[config.mk]
export PLATFORM = sky130hd
export DESIGN_NAME = load_store_unit
export DESIGN_NICKNAME = d
export VERILOG_FILES = /design/src/rtl/load_store_unit.sv
export SDC_FILE = /design/constraint.sdc
export NUM_CORES = 1
export LEC_CHECK = 0
export ABC_AREA = 0
export ABC_CLOCK_PERIOD_IN_PS = 11100
export BUFFER_PORTS_ARGS = -buffer_cell sky130_fd_sc_hd__buf_2
export CAP_MARGIN = 20
export CORE_MARGIN = 5
export CORE_UTILIZATION = 55
export CTS_BUF_LIST = sky130_fd_sc_hd__clkbuf_2 sky130_fd_sc_hd__clkbuf_4 sky130_fd_sc_hd__clkbuf_8
export DETAILED_ROUTE_END_ITERATION = 8
export GPL_TIMING_DRIVEN = 0
export HOLD_SLACK_MARGIN = 0.03
export PLACE_DENSITY = 0.85
export REMOVE_ABC_BUFFERS = 1
export SLEW_MARGIN = 0
export SYNTH_ARGS = -nofsm -noshare
export SYNTH_HDL_FRONTEND = slang
export SYNTH_SLANG_ARGS = --single-unit
[constraint.sdc]
create_clock -name clk -period 11.1 [get_ports clk]
set_clock_uncertainty 0.05 [all_clocks]
set_input_delay 1.665 -clock clk [delete_from_list [all_inputs] [get_ports clk]]
set_output_delay 1.665 -clock clk [all_outputs]
set_load 0.02 [all_outputs]
[src/rtl/load_store_unit.sv]
// Load/store unit between execute and a word-addressed Data_Memory.
// Sub-word stores are done as read-modify-write; loads are sign/zero extended.
module load_store_unit #(
  parameter int unsigned DEPTH_WORDS = 2048
) (
  input  logic        clk,
  input  logic        reset,
  input  logic        req_valid,
  output logic        req_ready,
  input  logic        req_write,
  input  logic [2:0]  req_size,
  input  logic [31:0] req_addr,
  input  logic [31:0] req_wdata,
  output logic [31:0] dmem_addr,
  output logic        dmem_read,
  output logic        dmem_write,
  output logic [31:0] dmem_wdata,
  input  logic [31:0] dmem_rdata,
  output logic        resp_valid,
  output logic [31:0] resp_rdata,
  output logic        resp_err
);

  typedef enum logic [2:0] {S_IDLE, S_RD, S_WAIT, S_WR, S_RESP} state_t;

  state_t      state_q, state_d;
  logic        write_q, write_d;
  logic [2:0]  size_q, size_d;
  logic [31:0] addr_q, addr_d;
  logic [15:0] wdata_q, wdata_d;
  logic [31:0] dmem_wdata_q, dmem_wdata_d;
  logic [31:0] resp_rdata_q, resp_rdata_d;
  logic        resp_err_q, resp_err_d;
  logic        resp_valid_q, resp_valid_d;

  logic        accept;
  logic        size_bad, misaligned, out_of_range, req_err;
  logic [7:0]  byte_sel;
  logic [15:0] half_sel;
  logic [31:0] load_ext;
  logic [31:0] merged;

  // Ready stays low during the response cycle so the next accept follows it.
  assign req_ready  = (state_q == S_IDLE) && !resp_valid_q;
  assign accept     = req_valid && req_ready;
  assign dmem_addr  = {2'b00, addr_q[31:2]};
  assign dmem_read  = (state_q == S_RD);
  assign dmem_write = (state_q == S_WR);
  assign dmem_wdata = dmem_wdata_q;
  assign resp_valid = resp_valid_q;
  assign resp_rdata = resp_rdata_q;
  assign resp_err   = resp_err_q;

  always_comb begin
    case (req_size)
      3'b000, 3'b001, 3'b010: size_bad = 1'b0;
      3'b100, 3'b101:         size_bad = req_write;
      default:                size_bad = 1'b1;
    endcase
    misaligned   = ((req_size[1:0] == 2'b01) && req_addr[0]) ||
                   ((req_size == 3'b010) && (req_addr[1:0] != 2'b00));
    out_of_range = ({2'b00, req_addr[31:2]} >= DEPTH_WORDS);
    req_err      = size_bad || misaligned || out_of_range;
  end

  always_comb begin
    byte_sel = dmem_rdata[{addr_q[1:0], 3'b000} +: 8];
    half_sel = addr_q[1] ? dmem_rdata[31:16] : dmem_rdata[15:0];
    case (size_q)
      3'b000:  load_ext = {{24{byte_sel[7]}}, byte_sel};
      3'b001:  load_ext = {{16{half_sel[15]}}, half_sel};
      3'b100:  load_ext = {24'h0, byte_sel};
      3'b101:  load_ext = {16'h0, half_sel};
      default: load_ext = dmem_rdata;
    endcase
    merged = dmem_rdata;
    if (size_q[0] == 1'b0) merged[{addr_q[1:0], 3'b000} +: 8] = wdata_q[7:0];
    else                   merged[{addr_q[1], 4'b0000} +: 16] = wdata_q;
  end

  always_comb begin
    state_d      = state_q;
    write_d      = write_q;
    size_d       = size_q;
    addr_d       = addr_q;
    wdata_d      = wdata_q;
    dmem_wdata_d = dmem_wdata_q;
    resp_rdata_d = resp_rdata_q;
    resp_err_d   = resp_err_q;
    resp_valid_d = 1'b0;
    case (state_q)
      S_IDLE: begin
        if (accept) begin
          write_d      = req_write;
          size_d       = req_size;
          addr_d       = req_addr;
          wdata_d      = req_wdata[15:0];
          resp_rdata_d = '0;
          resp_err_d   = req_err;
          if (req_err) begin
            state_d = S_RESP;
          end else if (req_write && (req_size == 3'b010)) begin
            dmem_wdata_d = req_wdata;
            state_d      = S_WR;
          end else begin
            state_d = S_RD;
          end
        end
      end
      S_RD: state_d = S_WAIT;
      S_WAIT: begin
        if (write_q) begin
          dmem_wdata_d = merged;
          state_d      = S_WR;
        end else begin
          resp_rdata_d = load_ext;
          state_d      = S_RESP;
        end
      end
      S_WR: state_d = S_RESP;
      S_RESP: begin
        resp_valid_d = 1'b1;
        state_d      = S_IDLE;
      end
      default: state_d = S_IDLE;
    endcase
  end

  always_ff @(posedge clk or posedge reset) begin
    if (reset) begin
      state_q      <= S_IDLE;
      write_q      <= 1'b0;
      size_q       <= '0;
      addr_q       <= '0;
      wdata_q      <= '0;
      dmem_wdata_q <= '0;
      resp_rdata_q <= '0;
      resp_err_q   <= 1'b0;
      resp_valid_q <= 1'b0;
    end else begin
      state_q      <= state_d;
      write_q      <= write_d;
      size_q       <= size_d;
      addr_q       <= addr_d;
      wdata_q      <= wdata_d;
      dmem_wdata_q <= dmem_wdata_d;
      resp_rdata_q <= resp_rdata_d;
      resp_err_q   <= resp_err_d;
      resp_valid_q <= resp_valid_d;
    end
  end

endmodule
# After elaboration in Yosys (flattened, before gate mapping)
# Cells that the tools add are included.
[op_classes]
shifts = 5
n_eq_ne = 17
magnitude_cmp = 1
reduce_logical = 19
add_sub_neg = 2
n_mux = 20
[op_table]
columns = ["op", "n"]
rows = [
  ["32-bit two-way mux", 7],
  ["32-bit one-hot mux with 2 select lines", 2],
  ["32-bit one-hot mux with 4 select lines", 1],
  ["32-bit bitwise mux", 2],
  ["16-bit by 7-bit variable shift with 32-bit output, first input constant", 1],
  ["8-bit by 7-bit variable shift with 32-bit output, first input constant", 1],
  ["16-bit by 7-bit variable part select with 32-bit output", 1],
  ["32-bit by 6-bit variable part select with 8-bit output", 1],
  ["8-bit by 7-bit variable part select with 32-bit output", 1],
  ["30-bit by 12-bit >= comparator with 1-bit output, second input constant", 1],
  ["16-bit two-way mux", 1],
  ["3-bit equality test, second input constant", 5],
  ["5-bit negator with 7-bit output", 2],
  ["3-bit one-hot mux with 4 select lines", 1],
  ["3-bit by 1-bit equality test with 1-bit output, second input constant", 3],
  ["3-bit by 2-bit equality test with 1-bit output, second input constant", 3],
  ["3-bit zero test", 3],
  ["3-bit two-way mux", 3],
  ["2-bit inequality test, second input constant", 4],
  ["1-bit logical AND", 5],
  ["5-bit AND reduction", 1],
  ["2-bit nonzero test", 2],
  ["1-bit logical OR", 3],
  ["3-bit AND reduction", 1],
  ["9 further kinds", 9],
]
[totals]
input_bits = 103
elab_cells = 73
reg_bits = 121
out_inout_bits = 101

# Longest topological paths before layout
# Gate-level depths: netlist of run 1.
[depth]
depth_word = 8
ltp_mapped = 9
mapped_depth_nobuf = 7

# Worst setup path after synthesis of run 1
# Ideal clock, no wire load.
[synth_timing]
path_kind = "input port to flip-flop"
from = "in req_addr[14]"
to = "reg dmem_wdata_q[0] (netlist: dmem_wdata[0])"
required_time_ns = 10.925
path_slack_ns = 7.836
setup_time_ns = 0.125
stages = 7
arrival_ns = 3.089
cell_sequence = "nor4_1 > nand4_1 > and4b_4 > a32o_1 > buf_6 > buf_12 > mux2_4"
[synth_via]
elab_chain_cells = 4
[synth_lines]
columns = ["element", "line_no", "text"]
rows = [
  ["start, declared", "12", "input logic [31:0] req_addr,"],
  ["30-bit by 12-bit >= comparator with 1-bit output", "62", "out_of_range = ({2'b00, req_addr[31:2]} >= DEPTH_WORDS);"],
  ["1-bit logical OR", "63", "req_err = size_bad || misaligned || out_of_range;"],
  ["2-bit inequality test (no source line)", "--", ""],
  ["5-bit AND reduction (no source line)", "--", ""],
  ["end signal, assigned", "146", "dmem_wdata_q <= dmem_wdata_d;"],
  ["end, declared", "31", "logic [31:0] dmem_wdata_q, dmem_wdata_d;"],
]
# Every way passes these cells.
# A chain may end at the register's enable or synchronous reset.

# Worst setup path after layout of run 1
[layout_timing]
from = "in req_addr[18]"
to = "reg dmem_wdata_q[2] (netlist: dmem_wdata[2])"
# Same word-level chain as after synthesis.

==> metrics.yaml, run 1 <==
seq_area_sq_um: 3030
fp.dieH_um: 119
ys_ff_latch: 121
start_kind: "input pin"
placed_area_sq_um: 7420
gp_congestion: 0.813
min_path_cells: 2
synth_edf_count: 0
slew_viol_final: 0
worst_slew_pin_slew_ns: 0.954
crit_start: "req_addr[18]"
finalCritPeriodShare: 0.332
crit_type: "input pin to flip-flop"
postLayoutCellArea_sq_um: 7820
postCtsHoldBufs: 0
post_cts_resized: 0
outcome: "complete, no violations"
syn_inst: 584
max-cap-violations: 0
holdPathEnd: "resp_rdata[7]"
power.density_nw_per_um2: 153
rrSetupSlack_ns: 7.65
routed_via_density: 5.94
post_route_cells_drive_above_1_share: 0.431
start_util: 0.565
final_hold_viol_count: 0
antenna_found_initial: 0
syn_to_final_growth_pct: 20.2
hold_path.class: "flip-flop to flip-flop"
slowest_stage: "a32o_2"
drt_iter0_markers: 503
h-tree-depth: 4
worstPathCellList: "buf_2, nor4_1, nand4_1, and4b_4, a32o_2, buf_16, mux2_2"
portBuffers: 201
synth.avg_cell_area_sq_um: 11.1
min_from: "resp_rdata[7]"
worst-path-buf-inv: 2
setup_viol: 0
critPathTopFamily: "simple AND/OR/NAND/NOR gates"
clk_pin_slew_ns: 0.07
hpwl_mm: 13.4
fp.dieW_um: 119
rr_endpoint: "dmem_wdata[26]"
route.detailed.drc: 0
grt_pass1_wl_mm: 29.5
clk_latency_ns: 0.43
required_ns: 11.37
cts_sinks: 121
async_reset_ff_frac: 1.00
p_leak_nw: 3.84
period_needed_ns: 3.68
multi_input_area_sq_um: 2950
r2r_start: "addr_q[1]"
cts_tree: "built"
cp_max_fo: 18
fillers: 860
nets: 855
rsz0062_at_grt: "false"
worst_ep_arrival_time_ns: 3.95
ys_seq_area_frac: 0.465
crit_path_end_kind: "flip-flop"
ios: 204
rows: 39
grt_usage: 0.265
clk_path_buf_depth: 2
wl_mm: 18.3
synth_ff_type: "dfrtp_1"
synth.cell_area_sq_um: 6500
timing.fmax_mhz: 271
num_vias: 5346
grt-ovfl-total: 0
yosys_warnings: 0
final_antenna_net_count: 0
timing.slew.headroom: 0.355
post-cts-setup-buffers: 0
max-vdd-ir-drop_mv: 0.125
cts-buffers-inserted: 17
yosysUniqueCellTypes: 49
reg2regPathDepth: 7
first_pass_iters: 5
core_area_sq_um: 11500
grt_pass1_vias: 5668
dieArea_sq_um: 14100
root_buffer: "clkbuf_8"
grt_max_degree: 95
fin_tns_setup_ns: 0
wl_per_cell_um: 20.3
cpPeakStageDelay_ns: 0.61
## synthesized netlist by cell type (2+ instances only)
| library cell | n | area (sq um) |
|---|---|---|
| dfrtp_1 | 121 | 3030 |
| mux2_4 | 14 | 210 |
| nor2b_1 | 2 | 12.5 |
| nand4_1 | 2 | 12.5 |
| mux2i_1 | 37 | 370 |
| nor3_1 | 5 | 25.0 |
| buf_12 | 2 | 40.0 |
| buf_6 | 2 | 22.5 |
| inv_1 | 24 | 90.1 |
| a221oi_1 | 32 | 280 |
| or3_1 | 2 | 12.5 |
| buf_2 | 12 | 60.1 |
| nor2_1 | 46 | 173 |
| a21oi_1 | 21 | 105 |
| nor4_1 | 5 | 31.3 |
| clkbuf_1 | 15 | 56.3 |
| mux2_2 | 62 | 698 |
| o221ai_1 | 8 | 70.1 |
| a22o_1 | 16 | 140 |
| ha_1 | 5 | 62.6 |
| nand2b_1 | 25 | 156 |
| o21ai_0 | 11 | 55.1 |
| nand3b_1 | 2 | 15.0 |
| a211oi_1 | 16 | 120 |
| nor4_2 | 2 | 25.0 |
| a32o_1 | 9 | 90.1 |
| nand2_1 | 29 | 109 |
| buf_1 | 4 | 15.0 |
| buf_4 | 33 | 248 |
## worst reg2reg max path: stages (launching register included)
cell and delay [ns]:
dfrtp_1 0.97, inv_1 0.33, ha_1 0.44, nor4bb_2 0.84
a221oi_1 0.19, a211oi_1 0.31, a21oi_1 0.07, mux2i_1 0.16
## cell families (layout without fill, tap and decap cells)
logic type,Yosys count,after routing,share of synthesized area
other cells,1,3,0.000576
fa+ha+maj,5,5,0.00962
flops,121,121,0.465
mux,113,113,0.197
compound gates,121,121,0.143
simple gates,130,130,0.102
buf+inv,93,264,0.0825
## cells in the final DEF (no fill, tap or decap), drive strengths merged, types with 3 or more instances in the layout
cell type	instances
clkbuf	25
o21ai	11
dfrtp	121
a32o	9
nor2	46
o221ai	8
nand2	29
a211oi	16
inv	24
nor4	7
a221oi	32
a21oi	21
mux2	76
ha	5
buf	212
a22o	16
nor3	5
clkinv	3
nand2b	25
mux2i	37
## state kept, by name (all words and copies together), names as in the netlist
name	count
addr_q	32
dmem_wdata	32
resp_rdata	32
wdata_q	16
size_q	3
state_q	3
resp_err	1
resp_valid	1
write_q	1
## how the worst max path moves through the flow
| stage | to | slack [ns] | cells after the start |
|---|---|---|---|
| 6_report | dmem_wdata[2] | 7.42 | 7 |
| 5_1_grt | dmem_wdata[2] | 7.32 | 7 |
| 4_1_cts | dmem_wdata[2] | 7.42 | 7 |
| 3_5_place_dp | dmem_wdata[2] | 6.95 | 7 |
| 3_3_place_gp | dmem_wdata[3] | 4.89 | 2 |
| 2_1_floorplan | addr_q[0] | 6.17 | 1 |
## metrics by stage
stage,setup WS (ns),power (mW),hold slack [ns],utilization,std cells
5_1_grt,7.32,1.26,0.453,0.679,899
3_3_place_gp,4.89,0.818,0.400,0.629,860
3_5_place_dp,6.95,0.840,0.403,0.644,869
4_1_cts,7.42,1.19,0.424,0.674,897
2_1_floorplan,6.17,0.718,0.451,-,516
6_report,7.42,1.20,0.425,0.679,900
## power by group
group / switching (mW) / internal (mW) / total (mW)
sequential: 0.0525 / 0.485 / 0.537
clock: 0.164 / 0.189 / 0.353
combinational: 0.177 / 0.129 / 0.305
total: 0.393 / 0.802 / 1.20
## metal layers
metal / track usage / routed length (um) / vias to the layer above
met2: 0.434 / 8890 / 264
met5: 0 / 0 / -
met1: 0.312 / 7120 / 2621
met4: 0.114 / 500 / 0
li1: - / - / 2425
met3: 0.100 / 1740 / 36
## final cells by class
cell class,count,share of cell area
tap,143,0.0229
timing repair buffer,212,0.155
clock buffer,25,0.0424
sequential,121,0.387
clock inverter,3,0.00192
antenna,1,0.000320
inverter,24,0.0122
multi-input combinational,371,0.378
Power figures use the tool's default switching activity.
==> inputs of run 2 (changes only) <==
ABC_CLOCK_PERIOD_IN_PS = 3200   (was 11100)
CORE_UTILIZATION = 48   (was 55)
PLACE_DENSITY = 0.79   (was 0.85)
clock period = 3.2 ns   (was 11.1 ns; I/O delays follow)
==> run 2 against run 1 <==
Against the previous run:
- register-to-register slack got worse by 7.2 ns
- non-clock buffer count rose by 1
- total power rose to 3.6 times the previous value
- core utilization fell by 8.1 points
- sequential cell count did not move
- first-iteration DRC count rose by 14%
- cell count rose by 4.1%
- die area rose by 13%
- clock-buffer cell count fell by 6
- clock power rose to 3.8 times the previous value
- highest routed layer is now met5
==> metrics.yaml, run 2 (synthesized netlist as in run 1, its figures left out) <==
final_hold_viol_count: 0  # unchanged
fin_cells: 937  # +4.1%
grt_pass1_vias: 5731  # +1.1%
power.density_nw_per_um2: 537  # +250%
dieArea_sq_um: 16000  # +13%
grt_max_degree: 66  # -31%
num_vias: 5457  # +2.1%
post-cts-setup-buffers: 0  # unchanged
wl_mm: 18.5  # +1.2%
slew_viol_final: 0  # unchanged
routed_via_density: 5.82  # -2.0%
max-cap-violations: 0  # unchanged
r2r_start: "state_q[1]"
worst_ep_arrival_time_ns: 3.08  # -0.87 ns
hpwl_mm: 13.8  # +3.1%
layout_common_cells: "buf_2, dfrtp_1, mux2_2"
switching_share: 0.331  # +0.00198
fin_total_pwr_mw: 4.26  # +260%
p_leak_nw: 3.86  # +0.45%
rr_endpoint: "resp_rdata[28]"
ios: 204  # unchanged
core_area_sq_um: 13200  # +15%
post_route_cells_drive_above_1_share: 0.436  # +0.00505
route.detailed.drc: 0  # unchanged
rrSetupSlack_ns: 0.43  # -7.22 ns
antenna_found_initial: 2  # +2
final_common_cell: "buf_2"
required_ns: 3.52  # -7.85 ns
finalCritPeriodShare: 0.865
wl_per_cell_um: 19.7  # -2.8%
fp.dieW_um: 126  # +6.5%
worst_slew_pin_slew_ns: 1.07  # +0.119 ns
drt_iter0_markers: 574  # +14%
timing.slew.headroom: 0.285  # -0.0701
nets: 856  # +0.12%
comb_power_share: 0.251  # -0.004
p_int_mw: 2.85  # +250%
grt_pass1_wl_mm: 29.8  # +1.1%
timing.fmax_mhz: 361
pre_cts_slack_ns: 0.200  # -6.75 ns
crit_path_end_kind: "flip-flop"
fp.dieH_um: 126  # +6.5%
period_needed_ns: 2.77
root_buffer: "clkbuf_8"
reg2regPathDepth: 5  # -2
setup_viol: 0  # unchanged
placedCellCount: 904  # +4.0%
worst_hold_slack_ns: 0.0461  # -0.379 ns
gp_congestion: 0.904  # +11%
rsz0062_at_grt: "false"
clk_path_buf_depth: 2  # unchanged
start_util: 0.491  # -0.0736
cts_sinks: 121  # unchanged
rows: 42  # +7.7%
hold_path.class: "input pin to asynchronous set/reset pin"
start_kind: "flip-flop"
max-vdd-ir-drop_mv: 0.379  # +200%
antenna_cells: 0  # -1
setup_ws_ns: 0.433  # -6.98 ns
cts_tree: "built"
grt-ovfl-total: 0  # unchanged
cts-buffers-inserted: 17  # unchanged
cp_max_fo: 18  # unchanged
clk_latency_ns: 0.44  # about the same
netSwitchingPower_mw: 1.41  # +260%
crit_type: "flip-flop to flip-flop"
grt_usage: 0.234  # -0.0313
power_frac_seq: 0.437  # -0.012
outcome: "complete, no violations"
h-tree-depth: 4  # unchanged
first_pass_iters: 5  # unchanged
final_antenna_net_count: 0  # unchanged
portBuffers: 201  # unchanged
clk_pin_slew_ns: 0.07  # about the same
syn_to_final_growth_pct: 21.8
clockPowerShare: 0.312  # +0.017
-- run 2: worst max path at each step --
stage          startpoint             end  slack, ns  cells after the start
2_1_floorplan       reset       addr_q[0]      -0.54                      1
3_3_place_gp        reset  resp_rdata[19]      -1.86                      2
3_5_place_dp   state_q[1]  resp_rdata[28]       0.20                      5
4_1_cts        state_q[1]  resp_rdata[28]       0.17                      5
5_1_grt        state_q[1]  resp_rdata[28]       0.18                      5
6_report       state_q[1]  resp_rdata[28]       0.43                      5
-- run 2: stage by stage --
step / setup TNS (ns) / util / area, sq um
2_1_floorplan: -66.10 / - / 6060
3_3_place_gp: -279.37 / 0.550 / 7290
3_5_place_dp: 0 / 0.567 / 7510
4_1_cts: 0 / 0.596 / 7890
5_1_grt: 0 / 0.598 / 7920
6_report: 0 / 0.598 / 7920
-- run 2: power by group through the flow --
stage | combinational, mW | clock, mW | sequential (mW)
floorplan | 0.517 | 0 | 1.97
global placement | 0.924 | 0 | 1.91
detailed placement | 1.06 | 0 | 1.88
CTS | 1.06 | 1.37 | 1.86
global route | 1.16 | 1.44 | 1.88
finish | 1.07 | 1.33 | 1.86
-- run 2: what timing repair did --
action                                  4_1_cts  5_1_grt
hold buffers                                  0        0
resized for setup                             0        1
endpoints found under the setup margin        0       16
-- run 2: cell type report --
class	instances	area, sq um
Timing Repair Buffer	213	1240
Clock inverter	13	129
Clock buffer	19	255
Multi-Input combinational cell	371	2960
Tap cell	176	220
Sequential cell	121	3030
Fill cell	1148	5320
Inverter	24	95.1
-- run 2: worst max-delay path, cell delays in order (launching register included) --
cell and delay (ns):
dfrtp_1 0.56, nand3b_1 0.59, buf_8 0.38, nor2_1 0.39, and2_2 0.51, a22o_1 0.21
-- run 2: metal layers --
| metal | wire, um | part of all wire | track usage | vias to the layer above |
|---|---|---|---|---|
| met5 | 38 | 0.0021 | 0 | - |
| met4 | 538 | 0.029 | 0.0972 | 4 |
| met3 | 1850 | 0.10 | 0.0723 | 48 |
| met2 | 8710 | 0.47 | 0.374 | 300 |
| met1 | 7340 | 0.40 | 0.294 | 2681 |
| li1 | - | - | - | 2424 |
==> inputs of run 3 (changes only) <==
ABC_CLOCK_PERIOD_IN_PS = 2550   (was 3200)
CORE_UTILIZATION = 53   (was 48)
PLACE_DENSITY = 0.82   (was 0.79)
clock period = 2.55 ns   (was 3.2 ns; I/O delays follow)
==> run 3 against run 2 <==
Against the previous run:
- hold slack better by 0.095 ns
- via count is 1.6% lower
- routed wire length is 0.13% higher
- core utilization is 6.4 points higher
- sequential cell count stayed put
- design area is 0.33% higher
- global-route usage is 2.8 points higher
- maximum frequency is 14% higher
- combinational power is 33% higher
- cell count is 2.9% lower
- critical path depth is 2 higher
- clock power is 18% higher
- critical endpoint is now dmem_wdata[20]
==> metrics.yaml, run 3 (synthesized netlist as in run 1, its figures left out) <==
final_common_cell: "buf_2"
final_util: 0.662  # +0.0635
max-vdd-ir-drop_mv: 0.484  # +28%
placed_area_sq_um: 7440  # -0.88%
crit_type: "flip-flop to flip-flop"
wl_per_cell_um: 20.3  # +3.1%
worst_slew_pin_slew_ns: 0.885  # -0.188 ns
setup_ws_ns: 0.115  # -0.318 ns
cts-buffers-inserted: 17  # unchanged
start_util: 0.542  # +0.0503
worst-path-buf-inv: 1  # unchanged
postLayoutCellArea_sq_um: 7950  # +0.33%
wl_met1_mm: 7.41  # +1.1%
timing.fmax_mhz: 411  # +14%
finalCritPeriodShare: 0.955  # +0.0903
dieArea_sq_um: 14600  # -8.7%
ios: 204  # unchanged
post_route_cells_drive_above_1_share: 0.444  # +0.00803
routed_via_density: 5.90  # +1.3%
grt_pass1_wl_mm: 29.6  # -0.95%
grt_pass1_vias: 5738  # +0.12%
fp.dieH_um: 121  # -4.5%
wl_met3_mm: 1.61  # -13%
critPathTopFamily: "compound AO/OA/AOI/OAI gates"
worstPathCellList: "clkinvlp_4, ha_1, nand3b_1, o22ai_2, a221oi_1, nor2_1, mux2_4"
grt_usage: 0.262  # +0.0281
clk_latency_ns: 0.44  # about the same
outcome: "complete, no violations"
clk_pin_slew_ns: 0.06  # about the same
portBuffers: 201  # unchanged
syn_to_final_growth_pct: 22.2
max-cap-violations: 0  # unchanged
num_vias: 5371  # -1.6%
pre_cts_slack_ns: -0.545  # -0.745 ns
timing.slew.headroom: 0.393  # +0.109
rows: 40  # -4.8%
start_kind: "flip-flop"
final_hold_viol_count: 0  # unchanged
crit_path_end_kind: "flip-flop"
wl_mm: 18.5  # +0.13%
clk_path_buf_depth: 2  # unchanged
route.detailed.drc: 0  # unchanged
grt_max_degree: 65  # -1.5%
layout_common_cells: "buf_2, dfrtp_1, mux2_2"
hold_path.class: "input pin to flip-flop"
cts_tree: "built"
slew_viol_final: 0  # unchanged
setup_viol: 0  # unchanged
root_buffer: "clkbuf_8"
period_needed_ns: 2.43  # -0.332 ns
required_ns: 2.82  # -0.70 ns
fin_cells: 910  # -2.9%
gp_congestion: 0.823  # -8.9%
placedCellCount: 873  # -3.4%
power.density_nw_per_um2: 670  # +25%
top_layer: "met4"
grt-ovfl-total: 0  # unchanged
nets: 860  # +0.47%
wl_met2_mm: 8.85  # +1.5%
rsz0062_at_grt: "false"
core_area_sq_um: 12000  # -9.3%
worst_ep_arrival_time_ns: 2.71  # -0.37 ns
final_antenna_net_count: 0  # unchanged
drt_iter0_markers: 456  # -21%
cpPeakStageDelay_ns: 0.52  # -0.07 ns
hpwl_mm: 13.6  # -1.3%
h-tree-depth: 4  # unchanged
antenna_found_initial: 0  # -2
cts_sinks: 121  # unchanged
slowest_stage: "dfrtp_4"
cp_max_fo: 9  # -9
first_pass_iters: 5  # unchanged
p_leak_nw: 3.88  # +0.63%
fp.dieW_um: 121  # -4.5%
antenna_cells: 0  # unchanged
[run 3: cell types whose count changed in the layout (fill, tap and decap cells not counted), moves of 2 or more]
cell and delta:
bufinv_16 -2, buf_4 +3, clkinvlp_4 -3, clkbuf_4 +4
clkbuf_8 +5, clkinv_2 -4
[run 3: what timing repair did]
action                                 in CTS  in global routing
pin swaps                                   1                  1
endpoints found under the hold margin      63                  0
setup endpoints to repair                  56                 50
gates resized for setup                     7                  3
buffers inserted                            1                  3
hold buffers                                1                  0
gates cloned                                0                  0
[run 3: through the flow]
stage	TNS, ns	hold slack, ns	total power [mW]
5_1_grt	0	0.107	5.61
4_1_cts	0	0.111	5.30
6_report	0	0.141	5.32
3_5_place_dp	-12.22	0.427	3.68
2_1_floorplan	-157.64	0.451	3.13
3_3_place_gp	-407.19	0.406	3.56
[run 3: layout make-up]
cell class                      count  area, sq um
Multi-Input combinational cell    371         2990
Inverter                           24         98.8
Clock buffer                       28          354
Tap cell                          147          184
Fill cell                         942         4060
Clock inverter                      2         10.0
Sequential cell                   121         3030
Timing Repair Buffer              217         1280
[run 3: routing by layer]
layer	vias to the layer above	track usage
met5	-	0
met4	0	0.128
met3	37	0.0893
met2	257	0.420
met1	2643	0.315
li1	2434	-
[run 3: final timing paths]
check | start | endpoint | slack, ns | cells after the start
worst min-delay path | req_wdata[15] | wdata_q[15] | 0.14 | 2
worst max-delay path | addr_q[1] | dmem_wdata[20] | 0.12 | 7
max in group asynchronous | reset | addr_q[1] | 1.23 | 4
min in group asynchronous | reset | addr_q[29] | 0.52 | 3
worst max register to register | addr_q[1] | dmem_wdata[20] | 0.12 | 7
worst min register to register | resp_rdata[10] | resp_rdata[10] | 0.45 | 1
[run 3: report_power, final]
part           internal (mW)  total, mW  switching, mW
clock network          0.869       1.57          0.705
registers               2.11       2.33          0.216
logic                  0.606       1.42          0.814
total                   3.59       5.32           1.73
[run 3: worst register-to-register path: stages, from the launching register on]
cell and delay, ns:
dfrtp_4 0.52, clkinvlp_4 0.21, ha_1 0.42, nand3b_1 0.16, o22ai_2 0.18, a221oi_1 0.44
nor2_1 0.09, mux2_4 0.26
